`config.mk`:
```
export PLATFORM = sky130hd
export DESIGN_NAME = pwm_deadtime_ip
export DESIGN_NICKNAME = d
export VERILOG_FILES = /design/src/rtl/pwm_deadtime_ip.sv
export SDC_FILE = /design/constraint.sdc
export NUM_CORES = 1
export LEC_CHECK = 0
export CELL_PAD_IN_SITES_DETAIL_PLACEMENT = 0
export CELL_PAD_IN_SITES_GLOBAL_PLACEMENT = 1
export CORE_UTILIZATION = 31
export DETAILED_ROUTE_END_ITERATION = 10
export PLACE_DENSITY = 0.92
export SYNTH_ARGS = -nofsm -noshare
export SYNTH_HDL_FRONTEND = slang
export SYNTH_SLANG_ARGS = --single-unit
```
`constraint.sdc`:
```
create_clock -name clk -period 2.3 [get_ports clk]
set_clock_uncertainty 0.2 [all_clocks]
set_input_delay 0.46 -clock clk [delete_from_list [all_inputs] [get_ports clk]]
set_output_delay 0.46 -clock clk [all_outputs]
set_load 0.02 [all_outputs]
```
`src/rtl/pwm_deadtime_ip.sv`:
```
// Dead-time generator: splits pwm_in into a non-overlapping hs/ls pair with a programmable both-off gap.
// Define DTG_FAULT_EN to add the fault_n input (2-flop synchronised) and the sticky FAULT state.
module pwm_deadtime_ip #(
    parameter int DT_W     = 8,
    parameter int DT_RESET = 4
) (
    input  logic        clk,
    input  logic        resetn,
    input  logic        i_sel,
    input  logic        i_we,
    input  logic [3:0]  i_addr,
    input  logic [31:0] i_wdata,
    output logic [31:0] o_rdata,
    input  logic        pwm_in,
`ifdef DTG_FAULT_EN
    input  logic        fault_n,
`endif
    output logic        hs_out,
    output logic        ls_out
);
    localparam logic [2:0] ST_OFF    = 3'd0;
    localparam logic [2:0] ST_HS_ON  = 3'd1;
    localparam logic [2:0] ST_DT_H2L = 3'd2;
    localparam logic [2:0] ST_LS_ON  = 3'd3;
    localparam logic [2:0] ST_DT_L2H = 3'd4;
`ifdef DTG_FAULT_EN
    localparam logic [2:0] ST_FAULT  = 3'd5;
`endif

    logic            en;
    logic            inv;
    logic [DT_W-1:0] dt_reg;
    logic [DT_W-1:0] cnt;
    logic [DT_W-1:0] cnt_nxt;
    logic [2:0]      state;
    logic [2:0]      st_nxt;
    logic            fault_lat;
    logic            wr_ctrl;
    logic            wr_dt;
    logic            unused_wdata;

    assign wr_ctrl      = i_sel && i_we && (i_addr == 4'h0);
    assign wr_dt        = i_sel && i_we && (i_addr == 4'h4);
    assign unused_wdata = ^i_wdata;

    always_ff @(posedge clk or negedge resetn) begin
        if (!resetn) begin
            en     <= 1'b0;
            inv    <= 1'b0;
            dt_reg <= DT_W'(DT_RESET);
        end else begin
            if (wr_ctrl) begin
                en  <= i_wdata[0];
                inv <= i_wdata[1];
            end
            if (wr_dt) begin
                dt_reg <= i_wdata[DT_W-1:0];
            end
        end
    end

`ifdef DTG_FAULT_EN
    logic       fault_clr;
    logic [1:0] fault_sync;

    assign fault_clr = wr_ctrl && i_wdata[2];

    // Synchroniser idles at 1 so reset never looks like a fault.
    always_ff @(posedge clk or negedge resetn) begin
        if (!resetn) begin
            fault_sync <= 2'b11;
            fault_lat  <= 1'b0;
        end else begin
            fault_sync <= {fault_sync[0], fault_n};
            if (!fault_sync[1]) begin
                fault_lat <= 1'b1;
            end else if ((state == ST_FAULT) && fault_clr) begin
                fault_lat <= 1'b0;
            end
        end
    end
`else
    assign fault_lat = 1'b0;
`endif

    always_comb begin
        st_nxt  = state;
        cnt_nxt = cnt;
        case (state)
            ST_OFF: if (en) begin
                st_nxt  = pwm_in ? ST_DT_L2H : ST_DT_H2L;
                cnt_nxt = dt_reg;
            end
            ST_HS_ON: if (!pwm_in) begin
                st_nxt  = ST_DT_H2L;
                cnt_nxt = dt_reg;
            end
            ST_LS_ON: if (pwm_in) begin
                st_nxt  = ST_DT_L2H;
                cnt_nxt = dt_reg;
            end
            // A reversal during the gap returns straight to the side it left: short pulses are swallowed.
            ST_DT_H2L: if (pwm_in) begin
                st_nxt  = ST_HS_ON;
                cnt_nxt = '0;
            end else if (cnt <= DT_W'(1)) begin
                st_nxt  = ST_LS_ON;
                cnt_nxt = '0;
            end else begin
                cnt_nxt = cnt - DT_W'(1);
            end
            ST_DT_L2H: if (!pwm_in) begin
                st_nxt  = ST_LS_ON;
                cnt_nxt = '0;
            end else if (cnt <= DT_W'(1)) begin
                st_nxt  = ST_HS_ON;
                cnt_nxt = '0;
            end else begin
                cnt_nxt = cnt - DT_W'(1);
            end
`ifdef DTG_FAULT_EN
            ST_FAULT: if (fault_clr && fault_sync[1]) begin
                st_nxt = ST_OFF;
            end
`endif
            default: begin
                st_nxt  = ST_OFF;
                cnt_nxt = '0;
            end
        endcase
`ifdef DTG_FAULT_EN
        if (!fault_sync[1]) begin
            st_nxt  = ST_FAULT;
            cnt_nxt = '0;
        end else if (!en && (state != ST_FAULT)) begin
`else
        if (!en) begin
`endif
            st_nxt  = ST_OFF;
            cnt_nxt = '0;
        end
    end

    // Pins are decoded from the next state so they change on the same edge as the FSM.
    always_ff @(posedge clk or negedge resetn) begin
        if (!resetn) begin
            state  <= ST_OFF;
            cnt    <= '0;
            hs_out <= 1'b0;
            ls_out <= 1'b0;
        end else begin
            state  <= st_nxt;
            cnt    <= cnt_nxt;
            hs_out <= (st_nxt == ST_HS_ON) ^ inv;
            ls_out <= (st_nxt == ST_LS_ON) ^ inv;
        end
    end

    always_comb begin
        o_rdata = '0;
        if (i_sel && !i_we) begin
            case (i_addr)
                4'h0: o_rdata[1:0] = {inv, en};
                4'h4: o_rdata[DT_W-1:0] = dt_reg;
                4'h8: begin
                    o_rdata[2:0]          = state;
                    o_rdata[3]            = fault_lat;
                    o_rdata[DT_W+15:16]   = cnt;
                end
                default: o_rdata = '0;
            endcase
        end
    end
endmodule
```
# Word level (Yosys, flattened, before mapping)
# Cells that the tools add are included.
[totals]
ff_bits = 23
wordCells = 50
[classes]
add_sub_neg = 1
n_lt_le_gt_ge = 1
n_eq_ne = 10
muxes = 21
bitwise = 2
reduce_logical = 8
[ops]
columns = ["operator", "n"]
rows = [
  ["$mux 8", 7],
  ["$pmux 8 s5", 1],
  ["$mux 24", 1],
  ["$mux 3", 8],
  ["$pmux 3 s5", 1],
  ["$eq 3x2->1 const B", 3],
  ["$le 8x1->1 const B", 1],
  ["$sub 8x1->8 const B", 1],
  ["$eq 3x1->1 const B", 2],
  ["$ne 3x3->1 const B", 2],
  ["$pmux 2 s3", 1],
  ["$eq 4x3->1 const B", 1],
  ["$eq 4x4->1 const B", 1],
  ["$logic_and 1x1->1", 4],
  ["$logic_not 4->1", 1],
  ["$mux 4", 1],
  ["$pmux 2 s2", 1],
  ["$eq 3x3->1 const B", 1],
  ["$logic_not 3->1", 1],
  ["$reduce_and 2->1", 1],
  ["$xor 1x1->1", 2],
  ["$logic_not 1->1", 1],
]

# Longest topological paths before layout
# Gate-level depths: netlist of the first run.
[logic_depth]
ltp_word = 7
ltp_mapped = 6

# Worst setup path after synthesis of the first run
# OpenSTA, ideal clock, no wires.
[synth_path]
kind = "input port to output port"
start = "input port i_addr[1]"
end = "output port o_rdata[0]"
arrival_ns = 1.521
t_required_ns = 1.640
slack_ns = 0.119
path_stages = 4
path_buffers = 0
path_cell_list = "nor2_1 nand3b_1 a2111o_1 nor2_1"
[synth_via]
elab_chain_len = 3
[synth_rtl]
columns = ["element", "line_no", "source"]
rows = [
  ["start: declaration", "11", "input logic [3:0] i_addr,"],
  ["$eq 4x4->1 (tied with other cells)", "162", "case (i_addr)"],
  ["$pmux 2 s3 (*)", "162", ""],
  ["$mux 24 (*)", "161", "if (i_sel && !i_we) begin"],
  ["end: declaration", "13", "output logic [31:0] o_rdata,"],
]
# Every way passes the cells marked *; elsewhere a longest branch is shown, timed or not.

# Worst setup path in the final report of the first run
[layout_path]
start = "input port i_we"
end = "output port o_rdata[22]"
[layout_via]
elab_chain_len = 3
[layout_rtl]
columns = ["element", "line_no", "source"]
rows = [
  ["start: declaration", "10", "input logic i_we,"],
  ["$logic_not 1->1", "161", ""],
  ["$logic_and 1x1->1", "161", ""],
  ["$mux 24", "161", ""],
]
# No other way between the ends.

==> results of run 1 <==
-- power by group through the flow --
stage	clock, W	sequential, W	combinational (W)
after floorplan	0	0.000559	0.000536
after global placement	0	0.000590	0.000670
after detailed placement	0	0.000592	0.000679
after CTS	0.000266	0.000583	0.000685
after global routing	0.000291	0.000598	0.000768
final	0.000259	0.000587	0.000691
-- area by class of cell --
cell class / instances / share of cell area
multi-input cells: 143 / 0.460
flip-flops and latches: 23 / 0.258
repair buffers: 56 / 0.211
well taps: 70 / 0.0391
clock buffers: 3 / 0.0184
inverters: 7 / 0.0117
clock inverters: 1 / 0.00224
-- routing by layer --
layer	vias up	global-route usage
met1	715	0.209
met4	0	0.0481
met3	7	0.0216
li1	732	-
met5	-	0
met2	50	0.249
-- placed cells by master (no fill, tap or decap), types with 2 or more instances in the layout --
cell type        synthesis  final
nand2_1                  9      9
mux2_2                  10     10
a31oi_1                  4      4
dfrtp_1                 22     22
buf_6                    2      7
nor2b_1                  5      3
nand2b_1                 5      5
nor3_2                   4      4
nand3b_1                 3      3
or3_1                    2      2
o31ai_1                  2      2
conb_1                   1     16
nand3_1                  4      4
or2_2                    2      2
clkbuf_8                 0      3
xnor2_1                  3      3
nor2_1                   8      7
ha_1                     2      2
mux2i_1                  2      2
o21ai_1                  3      3
inv_1                    7      7
nand3_2                  2      2
o221ai_1                 4      4
a32oi_1                  6      6
a21oi_1                  9      9
o22ai_1                  2      2
and2_1                  13      6
dlygate4sd2_1            0      4
o211ai_1                 2      2
and2_4                   0      7
buf_2                    3      4
clkdlybuf4s50_1          0     12
buf_4                   17     27
-- worst max-delay path: stages --
cell and delay [ps]:
dlygate4sd2_1 240, nand3b_1 230, nor3b_2 210, buf_4 180, and2_1 130, buf_4 130
-- worst max-delay path by stage --
stage,startpoint,end,slack [ps]
3_3_place_gp,i_addr[1],o_rdata[0],-720
2_1_floorplan,i_addr[1],o_rdata[0],120
4_1_cts,i_addr[1],o_rdata[0],20
5_1_grt,i_we,o_rdata[22],-1
6_report,i_we,o_rdata[22],60
3_5_place_dp,i_addr[1],o_rdata[4],-770
-- through the flow --
| stage | instance area, um^2 | worst slack [ps] |
|---|---|---|
| after detailed placement | 2170 | -769 |
| after CTS | 2200 | 17.6 |
| after floorplan | 1780 | 119 |
| final | 2240 | 61.2 |
| after global routing | 2240 | -1.35 |
| after global placement | 2170 | -718 |
-- cell families (layout without fill, tap and decap cells) --
group                    after synthesis  in the layout  synth area share
AO/OA/AOI/OAI                         42             42             0.186
XOR/XNOR                               4              4            0.0204
adder cells (fa/ha/maj)                2              2            0.0146
buffers and inverters                 31             67             0.116
flip-flops                            23             23             0.336
multiplexers                          12             12            0.0771
other                                  1             16           0.00218
AND/OR/NAND/NOR                       67             67             0.248
-- timing repair --
action | CTS | global route
pin swaps | 6 | 3
gates cloned | 0 | 0
gates resized for setup | 87 | 16
endpoints found under the setup margin | 16 | 15
setup buffers | 4 | 0
==> results_dict.tcl, run 1 <==
set metrics [dict create \
    status "finished, final reports clean" \
    h-tree-depth 1 \
    r2r_start "cnt[0]" \
    drcViolationCount 0 \
    portBuffers 34 \
    cts-root-buf "clkbuf_8" \
    clk_latency_ps 270 \
    dieWidth_um 76.5 \
    cts_buffers 3 \
    wirelength_um 4160 \
    yosysMostFrequentCell "dfrtp_1" \
    register_area_um2 577 \
    ys_async_sr_fraction 1.00 \
    cts_sinks 23 \
    holdWs_ps 328 \
    rows 26 \
    path_max_fanout 8 \
    overflow 0 \
    top_layer_used "met4" \
    synth_seq_area_share 0.336 \
    setup_tns_ps 0 \
    swShare 0.408 \
    avgSynthCellArea_um2 9.45 \
    setup_viol 0 \
    cts_tree "done" \
    synth_area_um2 1720 \
    syn_to_final_growth_pct 30.2 \
    initial_core_util 0.328 \
    gp_congestion 0.818 \
    endpoint_kind "primary output" \
    yosys.area.top_type "dfrtp_1" \
    worst_slew_pin_slew_ps 611 \
    nets 277 \
    grt_max_degree 24 \
    ir_drop_uv 371 \
    fin_util 0.427 \
    p_total_w 0.00154 \
    coreArea_um2 5240 \
    final_antenna_net_count 0 \
    synth-seq-cells 23 \
    first_iter_violations 59 \
    max_freq_mhz 447 \
    rr_endpoint "state[0]" \
    drive_above_1_share 0.339 \
    r2r_cells 6 \
    slew_headroom 0.593 \
    synth-edff-count 0 \
    hold_viol 0 \
    clkPwrFrac 0.168 \
    drv_cap 0 \
    yosys.area.top_type_share 0.320 \
    num_io_pins 75 \
    hp-class "input pin to async pin" \
    finalCriticalPeriod_ps 2240 \
    period_share 0.973 \
    placed_cells 295 \
    antenna_found_initial 0 \
    multi_input_area_um2 1030 \
    crit_path_start_kind "input pin" \
    hpwl_um 3070 \
    synthTopCellsByCount "22 x dfrtp_1, 17 x buf_4, 13 x and2_1, 10 x mux2_2" \
    grtUsageTotal 0.153 \
    num_vias 1504 \
    postCtsHoldBufs 0 \
    p_leak_nw 0.998 \
    p_per_area_nw_per_um2 686 \
    synth_flop_cell "dfrtp_1" \
    power_frac_seq 0.382 \
    dr.pass1.iters 4 \
    routed_via_density 4.96 \
    cp.required_ps 1640 \
    clk_pin_slew_ps 90 \
    met3_length_um 200 \
    syn_inst 182 \
    wl_per_cell_um 13.7 \
    clockBufferDepth 2 \
    synth_area_leaders "dfrtp_1 32%, buf_4 7.4%, mux2_2 6.6%, and2_1 4.7%, a32oi_1 3.1%" \
    power_switching_w 0.000627 \
    diodes 0 \
    die_area_um2 5850 \
    instances_no_fill 303 \
    routed-wl-met2_um 2010 \
    die_h_um 76.5 \
    grt_pass1_wl_um 7260 \
    p_comb_frac 0.450 \
    grt_pass1_vias 1505 \
    cp_data_arrival_time_ps 1580 \
    r2r_setup_slack_ps 270 \
    drv_slew 0 \
    fillers 503 \
    synth_warnings 0 \
    yosys.cell_types.count 52 \
    p_int_w 0.000910 \
    wl_met1_um 1860 \
    crit_type "input pin to primary output" \
]
Power figures use the tool's default switching activity.
==> inputs of run 2 (changes only) <==
CORE_UTILIZATION = 33   (was 31)
PLACE_DENSITY = 0.95   (was 0.92)
clock period = 2.8 ns   (was 2.3 ns; I/O delays follow)
==> run 2 against run 1 <==
Die area shrank 5.9%. Via count grew 0.27%. Sequential power shrank 18%. Clock-buffer cell count grew 1. Combinational power shrank 19%. Power shrank 19%. Critical endpoint is now o_rdata[21].
==> results_dict.tcl, run 2 (same netlist as run 1, synthesis figures left out) <==
set metrics [dict create \
    coreArea_um2 4880 \
    power_switching_w 0.000505 \
    grt_pass1_wl_um 6780 \
    clockBufferDepth 2 \
    period_share 0.963 \
    routed_via_density 5.11 \
    final_common_cell "dfrtp_1" \
    initial_core_util 0.352 \
    hp-class "register to register" \
    die_h_um 74.2 \
    die_area_um2 5500 \
    crit_path_start_kind "input pin" \
    path_max_fanout 7 \
    cpMaxStageDelayCell "clkdlybuf4s50_1" \
    cpMostUsedCell "buf_4" \
    multi_input_area_um2 1010 \
    slowest_delay_ps 480 \
    critical_path.cell_chain "clkdlybuf4s50_1, nand3b_1, nor3b_2, buf_4, buf_4, and2_1, buf_6" \
    clkPwrFrac 0.166 \
    rr_endpoint "cnt[4]" \
    max_freq_mhz 371 \
    crit_start "i_sel" \
    clk_latency_ps 260 \
    wirelength_um 3900 \
    gp_congestion 0.845 \
    wl_per_cell_um 13.2 \
    cts_buffers 3 \
    p_leak_nw 0.970 \
    r2r_start "state[1]" \
    endpoint "o_rdata[21]" \
    dr.pass1.iters 4 \
    grt_max_degree 24 \
    clk_pin_slew_ps 80 \
    drv_slew 0 \
    hpwl_um 2990 \
    status "finished, final reports clean" \
    global_route.usage.met2 0.247 \
    nets 272 \
    globalRouteMet1Util 0.219 \
    h-tree-depth 1 \
    num_vias 1508 \
    rsz0062_at_grt "false" \
    diodes 0 \
    overflow 0 \
    cp.depth 7 \
    r2r_setup_slack_ps 720 \
    dieWidth_um 74.2 \
    crit_family "buffers and inverters" \
    setup_viol 0 \
    register_area_um2 577 \
    busiest_layer "met2" \
    ir_drop_uv 269 \
    grtUsageTotal 0.157 \
    drive_above_1_share 0.281 \
    cp_data_arrival_time_ps 1940 \
    cts_sinks 23 \
    endpoint_kind "primary output" \
    p_per_area_nw_per_um2 580 \
    first_iter_violations 53 \
    slew_headroom 0.587 \
    gr-usage-met3 0.0230 \
    cts_tree "done" \
    instances_no_fill 295 \
    p_comb_frac 0.449 \
    drcViolationCount 0 \
    num_io_pins 75 \
    syn_to_final_growth_pct 25.0 \
    fin_util 0.440 \
    antenna_found_initial 0 \
    portBuffers 34 \
    critical_path_buf_inv_count 4 \
    postCtsHoldBufs 0 \
    holdWs_ps 356 \
    cp.required_ps 2040 \
    grt_pass1_vias 1471 \
    swShare 0.405 \
    worst_slew_pin_slew_ps 620 \
    rows 25 \
    fillers 500 \
    final_antenna_net_count 0 \
    cts-root-buf "clkbuf_8" \
    layout.cells.most_common_list "22 x dfrtp_1, 18 x buf_4, 16 x conb_1, 15 x clkdlybuf4s50_1, 13 x and2_1" \
    crit_type "input pin to primary output" \
    p_int_w 0.000742 \
    power_frac_seq 0.386 \
    drv_cap 0 \
    placed_cells 289 \
    hold_viol 0 \
    finalCriticalPeriod_ps 2700 \
    r2r_cells 5 \
]
==> run 2: changes by cell type in the layout (fill, tap and decap cells not counted), sizes merged <==
| cell | delta |
|---|---|
| buf | -6 |
| clkdlybuf4s50 | +3 |
| dlymetal6s2s | +2 |
| dlygate4sd2 | -3 |
| clkinv | -1 |
| clkbuf | +1 |
| clkdlybuf4s15 | -1 |
==> run 2: worst reg2reg max path: cells and delay by family, from the launching register on <==
family / cells / cell delay (ps)
simple gates: 2 / 550
flops: 1 / 400
buf+inv: 1 / 190
compound gates: 2 / 660
==> run 2: layout make-up <==
cell class	instances	area share
Multi-Input combinational cell	143	0.470
Tap cell	67	0.0390
Sequential cell	23	0.268
Clock buffer	4	0.0210
Inverter	7	0.0122
Timing Repair Buffer	51	0.189
==> run 2: power by group through the flow <==
stage               Sequential, W  Combinational, W  Clock [W]
floorplan                0.000460          0.000440          0
global placement         0.000482          0.000544          0
detailed placement       0.000487          0.000551          0
CTS                      0.000480          0.000553   0.000212
global route             0.000495          0.000611   0.000222
finish                   0.000481          0.000559   0.000206
==> run 2: timing repair <==
item	4_1_cts	5_1_grt
cloned	0	0
buffers inserted	1	1
pin swaps	4	3
gates resized for setup	69	5
endpoints found under the setup margin	16	3
==> run 2: worst min-delay path by stage <==
stage	slack, ps	end	from	cells past startpoint
after floorplan	60	cnt[0]	resetn	0
after CTS	360	hs_out	inv	1
final	360	hs_out	inv	1
after detailed placement	330	dt_reg[7]	dt_reg[7]	1
after global placement	320	dt_reg[5]	dt_reg[5]	1
after global routing	380	ls_out	inv	1
==> run 2: per-layer routing <==
metal / up-vias / share of wire
met5: - / 0
met4: 0 / 0.021
met3: 11 / 0.048
met2: 67 / 0.47
met1: 708 / 0.47
li1: 722 / -
==> run 2: stage by stage <==
stage	worst slack [ps]	TNS, ps	cell area, um^2	total power, W
floorplan	419	0	1780	0.000899
global placement	-471	-6510	2140	0.00103
detailed placement	-523	-7010	2140	0.00104
CTS	8.54	0	2140	0.00125
global route	12.6	0	2150	0.00133
finish	104	0	2150	0.00125
==> inputs of run 3 (changes only) <==
CORE_UTILIZATION = 25   (was 33)
PLACE_DENSITY = 0.78   (was 0.95)
TNS_END_PERCENT = 1   (was not set)
==> run 3 against run 2 <==
The flow now finishes with violations (design-rule violations). Sequential cell count did not move. First-iteration DRC count rose by 60%. Critical path depth did not move. Via count fell by 2.7%. Setup slack got worse by 35 ps. Largest cell class unchanged.
==> results_dict.tcl, run 3 (same netlist as run 1, synthesis figures left out) <==
set metrics [dict create \
    status "finished, violations left" \
    failed_checks "design-rule violations" \
    p_comb_frac 0.439 \
    grt_max_degree 24 \
    min_from "inv" \
    instances_no_fill 304 \
    coreArea_um2 6490 \
    gp_congestion 0.862 \
    r2r_start "state[1]" \
    layout.cells.most_common_list "22 x dfrtp_1, 21 x buf_4, 16 x conb_1, 16 x clkdlybuf4s50_1, 13 x and2_1" \
    hpwl_um 3110 \
    crit_type "input pin to primary output" \
    design_area_um2 2160 \
    crit_path_start_kind "input pin" \
    max_freq_mhz 366 \
    p_int_w 0.000740 \
    first_iter_violations 85 \
    antenna_found_initial 0 \
    place_area_um2 2150 \
    final_antenna_net_count 0 \
    p_per_area_nw_per_um2 577 \
    p_total_w 0.00125 \
    hold_viol 0 \
    h-tree-depth 1 \
    dp_slack_ps -481 \
    clk_pin_slew_ps 80 \
    slew_headroom 0.588 \
    cp_data_arrival_time_ps 1970 \
    ir_drop_uv 224 \
    die_area_um2 7210 \
    dr.pass1.iters 9 \
    wirelength_um 4100 \
    routed_via_density 4.83 \
    drive_above_1_share 0.273 \
    rows 29 \
    drv_cap 0 \
    overflow 0 \
    placed_cells 299 \
    portBuffers 34 \
    setup_ws_ps 68.3 \
    crit_start "i_we" \
    worst_slew_pin_slew_ps 617 \
    hp-class "register to register" \
    rsz0062_at_grt "true" \
    drcViolationCount 1 \
    initial_core_util 0.265 \
    setup_tns_ps 0 \
    finalCriticalPeriod_ps 2730 \
    grt_pass1_wl_um 6910 \
    drv_slew 0 \
    cts_tree "done" \
    swShare 0.407 \
    die_h_um 84.9 \
    cts_buffers 3 \
    cp.required_ps 2040 \
    period_share 0.976 \
    num_vias 1467 \
    clk_latency_ps 270 \
    dieWidth_um 84.9 \
    syn_to_final_growth_pct 25.8 \
    clkPwrFrac 0.173 \
    grtUsageTotal 0.120 \
    path_max_fanout 8 \
    diodes 0 \
    endpoint_kind "primary output" \
    r2r_setup_slack_ps 730 \
    wl_per_cell_um 13.5 \
    grt_pass1_vias 1397 \
    p_leak_nw 0.960 \
    clockBufferDepth 2 \
    power_frac_seq 0.388 \
    cts_sinks 23 \
    final_common_cell "dfrtp_1" \
    power_switching_w 0.000508 \
    num_io_pins 75 \
    nets 271 \
    cts-root-buf "clkbuf_8" \
    fillers 693 \
    setup_viol 0 \
]
## run 3: cell count changes in the layout (fill, tap and decap cells not counted), sizes merged
cell,previous run,this run
buf,32,31
clkdlybuf4s50,15,16
dlygate4sd2,1,0
## run 3: metal layers
layer	up-vias	track usage	wire length, um
met4	0	0.0462	87
met3	6	0.0204	182
met1	699	0.168	1960
li1	720	-	-
met2	42	0.184	1860
met5	-	0	0
## run 3: path summary, 6_finish.rpt
kind | endpoint | depth (start not counted)
setup / recovery | o_rdata[17] | 7
hold / removal | ls_out | 1
setup reg to reg | cnt[4] | 5
hold reg to reg | ls_out | 1
max in group asynchronous | dt_reg[2] | 2
min in group asynchronous | cnt[4] | 2
## run 3: through the flow
| step | hold slack, ps | utilization |
|---|---|---|
| after global routing | 382 | 0.333 |
| after floorplan | 64.4 | - |
| after global placement | 325 | 0.331 |
| after detailed placement | 345 | 0.331 |
| final | 359 | 0.333 |
| after CTS | 368 | 0.328 |
## run 3: final cells by class
type                            count  area [um^2]  share of cell area
Multi-Input combinational cell    143         1000               0.463
Inverter                            7         26.3              0.0121
Tap cell                           77         96.3              0.0445
Sequential cell                    23          577               0.267
Timing Repair Buffer               50          417               0.193
Clock buffer                        4         45.0              0.0208
## run 3: worst max-delay path: stages
cell	delay (ps)
clkdlybuf4s50_1	430
nand3b_1	220
buf_4	160
nor3b_2	160
buf_4	180
and2_1	130
buf_4	130
## run 3: repair_timing
item                       CTS  global route
gates resized for setup     61            16
setup endpoints to repair   16            16
gates cloned                 0             0
hold buffers                 0             0
pin swaps                    0             2
setup buffers                0             1
## run 3: power groups by stage
stage          Clock (W)  Combinational (W)  Sequential, W
6_report        0.000216           0.000548       0.000484
5_1_grt         0.000242           0.000604       0.000497
4_1_cts         0.000220           0.000549       0.000485
3_5_place_dp           0           0.000547       0.000491
3_3_place_gp           0           0.000541       0.000489
2_1_floorplan          0           0.000440       0.000460
